### config.mk
export PLATFORM = sky130hd
export DESIGN_NAME = tdm_demux32
export DESIGN_NICKNAME = d
export VERILOG_FILES = /design/src/rtl/tdm_demux_pkg.sv /design/src/rtl/tdm_slot_counter.sv /design/src/rtl/tdm_demux32.sv
export SDC_FILE = /design/constraint.sdc
export NUM_CORES = 1
export LEC_CHECK = 0
export BUFFER_PORTS_ARGS = -buffer_cell sky130_fd_sc_hd__buf_2
export CORE_MARGIN = 10
export CORE_UTILIZATION = 57
export DETAILED_ROUTE_END_ITERATION = 10
export GPL_TIMING_DRIVEN = 0
export PLACE_DENSITY_LB_ADDON = 0.25
export SLEW_MARGIN = 20
export SYNTH_ARGS = -nofsm -noshare
export SYNTH_HDL_FRONTEND = slang
export SYNTH_SLANG_ARGS = --single-unit
### constraint.sdc
create_clock -name clk -period 2.32 [get_ports clk]
set_input_delay 0 -clock clk [delete_from_list [all_inputs] [get_ports clk]]
set_output_delay 0 -clock clk [all_outputs]
set_load 0.01 [all_outputs]
### src/rtl/tdm_demux_pkg.sv
// Shared types and constants for the 32-lane TDM receive demultiplexer.
// State encoding, slot geometry and the slot-0 constant live here.
package tdm_demux_pkg;

   localparam int SEL_W    = 5;
   localparam int CHANNELS = 32;

   localparam logic [SEL_W-1:0] SLOT0 = '0;

   typedef enum logic [1:0] {
      IDLE,
      COLLECT,
      PARITY
   } state_t;

endpackage

### src/rtl/tdm_slot_counter.sv
// Slot index counter: load-1 beats clear beats increment; wraps naturally at max.
// wrap flags the last slot of a frame so the FSM can close it out.
module tdm_slot_counter #(
   parameter int W = tdm_demux_pkg::SEL_W
) (
   input  logic         clk,
   input  logic         rst,
   input  logic         inc,
   input  logic         clr,
   input  logic         load1,
   output logic [W-1:0] cnt,
   output logic         wrap
);

   always_ff @(posedge clk or posedge rst) begin
      if (rst) begin
         cnt <= '0;
      end else if (load1) begin
         cnt <= W'(1);
      end else if (clr) begin
         cnt <= '0;
      end else if (inc) begin
         cnt <= cnt + 1'b1;
      end
   end

   assign wrap = (cnt == {W{1'b1}});

endmodule

### src/rtl/tdm_demux32.sv
// TDM serial-to-parallel receiver: one bit per din_valid cycle into lane out[slot].
// out/out_valid update 1 clk after the closing bit; din_valid low simply holds all state.
// Optional even-parity trailer bit per frame when TDM_PARITY_EN is defined.
module tdm_demux32 #(
   parameter int CHANNELS = tdm_demux_pkg::CHANNELS,
   parameter int SEL_W    = tdm_demux_pkg::SEL_W
) (
   input  logic                clk,
   input  logic                rst,
   input  logic                din,
   input  logic                din_valid,
   input  logic                frame_start,
   output logic [CHANNELS-1:0] out,
   output logic                out_valid,
   output logic [SEL_W-1:0]    slot,
   output logic                locked,
   output logic                frame_err,
   output logic                par_err
);

   import tdm_demux_pkg::*;

   state_t              state, state_nxt;
   logic [CHANNELS-1:0] shadow, shadow_nxt;
   logic                cnt_inc, cnt_clr, cnt_load1, slot_wrap;
   logic                restart, store, frame_done, ferr_nxt;
`ifdef TDM_PARITY_EN
   logic                par_acc, perr_nxt;
`endif

   tdm_slot_counter #(.W(SEL_W)) u_slot_counter (
      .clk   (clk),
      .rst   (rst),
      .inc   (cnt_inc),
      .clr   (cnt_clr),
      .load1 (cnt_load1),
      .cnt   (slot),
      .wrap  (slot_wrap)
   );

   always_comb begin
      state_nxt  = state;
      cnt_inc    = 1'b0;
      cnt_clr    = 1'b0;
      restart    = 1'b0;
      store      = 1'b0;
      frame_done = 1'b0;
      ferr_nxt   = 1'b0;
`ifdef TDM_PARITY_EN
      perr_nxt   = 1'b0;
`endif
      case (state)
         IDLE: begin
            if (din_valid && frame_start) begin
               restart   = 1'b1;
               state_nxt = COLLECT;
            end
         end
         COLLECT: begin
            if (din_valid) begin
               // A misplaced frame_start resynchronises: its bit becomes the new slot 0.
               if (frame_start && (slot != SEL_W'(SLOT0))) begin
                  restart  = 1'b1;
                  ferr_nxt = 1'b1;
               end else begin
                  store   = 1'b1;
                  cnt_inc = 1'b1;
                  if (slot_wrap) begin
`ifdef TDM_PARITY_EN
                     state_nxt = PARITY;
`else
                     frame_done = 1'b1;
`endif
                  end
               end
            end
         end
`ifdef TDM_PARITY_EN
         PARITY: begin
            if (din_valid) begin
               state_nxt = COLLECT;
               if (frame_start) begin
                  restart  = 1'b1;
                  ferr_nxt = 1'b1;
               end else begin
                  cnt_clr = 1'b1;
                  if (par_acc ^ din) begin
                     perr_nxt = 1'b1;
                  end else begin
                     frame_done = 1'b1;
                  end
               end
            end
         end
`endif
         default: state_nxt = IDLE;
      endcase
   end

   assign cnt_load1 = restart;

   always_comb begin
      shadow_nxt = shadow;
      if (restart) begin
         shadow_nxt[0] = din;
      end else if (store) begin
         shadow_nxt[slot] = din;
      end
   end

   // out is loaded from shadow_nxt so the closing data bit lands in the same edge.
   always_ff @(posedge clk or posedge rst) begin
      if (rst) begin
         state     <= IDLE;
         shadow    <= '0;
         out       <= '0;
         out_valid <= 1'b0;
         frame_err <= 1'b0;
      end else begin
         state     <= state_nxt;
         shadow    <= shadow_nxt;
         out_valid <= frame_done;
         frame_err <= ferr_nxt;
         if (frame_done) begin
            out <= shadow_nxt;
         end
      end
   end

`ifdef TDM_PARITY_EN
   always_ff @(posedge clk or posedge rst) begin
      if (rst) begin
         par_acc <= 1'b0;
         par_err <= 1'b0;
      end else begin
         par_err <= perr_nxt;
         if (restart) begin
            par_acc <= din;
         end else if (store) begin
            par_acc <= par_acc ^ din;
         end
      end
   end
`else
   assign par_err = 1'b0;
`endif

   assign locked = (state != IDLE);

endmodule

==> run_results.csv <==
group,metric,value,unit
run_status,status,"complete, no violations",
yosys,synthArstFlopShare,100.0,%
yosys,synth_edf_count,0,
placement,portBuffers,44,
placement,place_ws,-329.5,ps
worst_setup_path,required,2550,ps
grt,gr-total-overflow,0,
finish,post-route-util,68.60,%
drt,wl,7.291,mm
yosys,netlist_instances,287,
finish,antenna_cells,0,
cts,clkTransAtPathRegs,80,ps
worst_setup_path,startpoint,"u_slot_counter.cnt[1]",
min_path,hp-start,"din",
cts,cts_tree,"built",
min_path,min_path_type,"in -> reg",
sta,finalMaxSlewViolations,0,
pwr,clkPwrFrac,29.4,%
sta,layout_min_cycle_time,2204,ps
worst_setup_path,critPathKind,"reg -> reg",
floorplan,die_x,95.15,microns
sta,clock_skew,6.298,ps
yosys,netlist-cell-type-count,37,
yosys,synthFlopType,"dfrtp_1",
pwr,p_comb_share,26.1,%
grt,grt_pass1_wl,12.55,mm
yosys,synth.avg_cell_area,11.22,sq um
pwr,vdd_drop_max,0.0005856,V
finish,synthToLayoutAreaGrowth,17.33,%
pwr,intPower,2.228,mW
worst_setup_path,crit_path_end_kind,"flop",
yosys,yosysSeqAreaShare,55.97,%
cts,cts_buffers,9,
worst_setup_path,cp.arrival,2430,ps
yosys,ys_seq_elements,72,
cts,cts_buffer_depth,2,
grt,antenna_found_initial,0,
finish,drive_gt1_share,31.70,%
pwr,power,3.332,mW
drt,dr.pass1.iters,4,
placement,dp_hpwl,5.290,mm
worst_setup_path,worstSetupStartpointType,"flop",
floorplan,die_h,95.15,microns
yosys,synth_warnings,0,
floorplan,std_cell_rows,27,
pwr,powerDensity,882.1,mW/mm^2
grt,grt_max_degree,42,
finish,fillers,435,
sta,setup_ws,115.7,ps
drt,ant_nets,0,
pwr,power.static_leakage,1.838,nW
yosys,syn_area,0.003219,sq mm
floorplan,core,0.005507,sq mm
cts,clockRootBuffer,"clkbuf_8",
drt,vias,2409,
pwr,p_sw,1.104,mW
drt,drc,0,
sta,setup_viol,0,
worst_setup_path,r2r_start,"u_slot_counter.cnt[1]",
sta,max_freq,453.7,MHz
placement,routabilityCongestion,0.8935,
floorplan,start_util,58.46,%
worst_setup_path,worst-path-max-fanout,10,
grt,grt_pass1_vias,2567,
sta,hold_viol,0,
sta,fin_crit_sh,95.01,%
finish,nets,352,
pwr,switching_share,33.12,%
floorplan,dieArea,0.009054,sq mm
cts,cts.sinks,72,
sta,maxSlewHeadroom,65.97,%
grt,grtUsageTotal,17.45,%
pwr,sequentialPowerShare,44.5,%
drt,detail_route.wl_per_cell,17.40,microns
floorplan,boundaryPins,46,
yosys,syn-num-nets,297,
drt,drt_iter0_drc,186,
job,drv_cap,0,
drt,viasPerCell,5.749,
sta,rsz0062_at_grt,"true",
cts,insertion_delay,340,ps
sta,worstMarginPinSlew,509.3,ps
cts,cts_htree_levels,3,
[kinds of logic after synthesis]
kind of cell / share of synthesized area, %
other cells: 0.1165
simple gates: 14.85
buf+inv: 3.886
fa+ha+maj: 1.943
compound gates: 11.39
flops: 55.97
mux: 11.85
[critical path, cell delays in order, from the launching register on]
cell     delay, ps
dfrtp_1        460
inv_1          110
ha_1           210
or4b_4         530
a21oi_4        240
buf_6          180
mux2_2         350
[placed cells by master, fill, tap and decap left out, types with 3 or more instances in the layout]
master	n
nand4b_1	5
a31oi_1	13
nand4_1	6
buf_6	3
clkbuf_1	7
clkinvlp_4	3
nand2_1	13
nor3_1	6
mux2_1	7
ha_2	3
buf_4	4
nand3_1	21
o21ai_0	32
dfrtp_1	70
mux2_2	26
clkbuf_8	9
nand2b_1	7
a22o_1	3
nor4_1	3
nor2_1	21
buf_2	45
[Yosys cell counts, drive strengths merged, types with 3 or more instances]
library cell   n  area, sq um
a21oi          3        30.03
a22o           3        26.28
a31oi         13        81.33
buf           10        72.56
clkbuf        11        41.29
dfrtp         72         1802
ha             5        62.56
inv            3        11.26
mux2          33        371.6
nand2         13        48.80
nand2b         7        43.79
nand3         22        110.1
nand4          6        37.54
nand4b         5        43.79
nor2          21        78.83
nor3           6        30.03
nor4           3        18.77
o21ai         33        165.2
[layout make-up]
cell class              count  area, sq um  area share (%)
flip-flops and latches     72         1804           47.76
multi-input cells         191         1305           34.55
repair buffers             47        257.7           6.823
clock buffers               9        123.9           3.279
plain buffers              18        111.4           2.948
well taps                  72        90.09           2.385
clock inverters             7        71.32           1.888
inverters                   3        13.76          0.3644
[registers in the layout, summed over array words and instances, names as in the netlist]
signal              cells
out                    32
shadow                 32
u_slot_counter.cnt      5
frame_err               1
out_valid               1
state                   1
[per-layer routing]
metal / part of all wire [%] / vias up / global-route usage, %
met3: 5.3 / 11 / 4.635
met5: 0 / - / 0
met2: 48 / 67 / 27.78
met4: 1.5 / 0 / 8.229
li1: - / 1150 / -
met1: 45 / 1181 / 21.68
[power groups by stage]
stage / registers [mW] / clock network [mW] / logic (mW)
final: 1.48 / 0.978 / 0.871
after global routing: 1.50 / 1.05 / 0.962
after CTS: 1.49 / 0.995 / 0.820
after global placement: 1.51 / 0 / 0.782
after detailed placement: 1.52 / 0 / 0.808
after floorplan: 1.51 / 0 / 0.559
[worst paths after layout]
check | endpoint | slack, ps | cells past startpoint
max in group asynchronous | u_slot_counter.cnt[2] | 1570 | 4
min in group asynchronous | out[29] | 200 | 3
max | out[28] | 120 | 6
min reg2reg | out[6] | 480 | 1
max reg2reg | out[28] | 120 | 6
min | shadow[15] | 20 | 2
[what timing repair did]
item	CTS	global route
endpoints found under the hold margin	31	0
gates resized for setup	4	9
hold buffers	1	0
cloned	0	0
setup buffers	0	1
endpoints found under the setup margin	33	38
[stage by stage]
step                      cell area (sq um)  std cells  TNS [ps]  hold WS [ps]
final                                  3777        419         0         16.75
after global routing                   3777        419    -29.31         35.68
after CTS                              3759        419         0         9.407
after detailed placement               3552        404     -7877         21.68
after global placement                 3530        403    -24780         357.6
after floorplan                        3219        287         0         164.1
(Power assumes the default switching activity.)
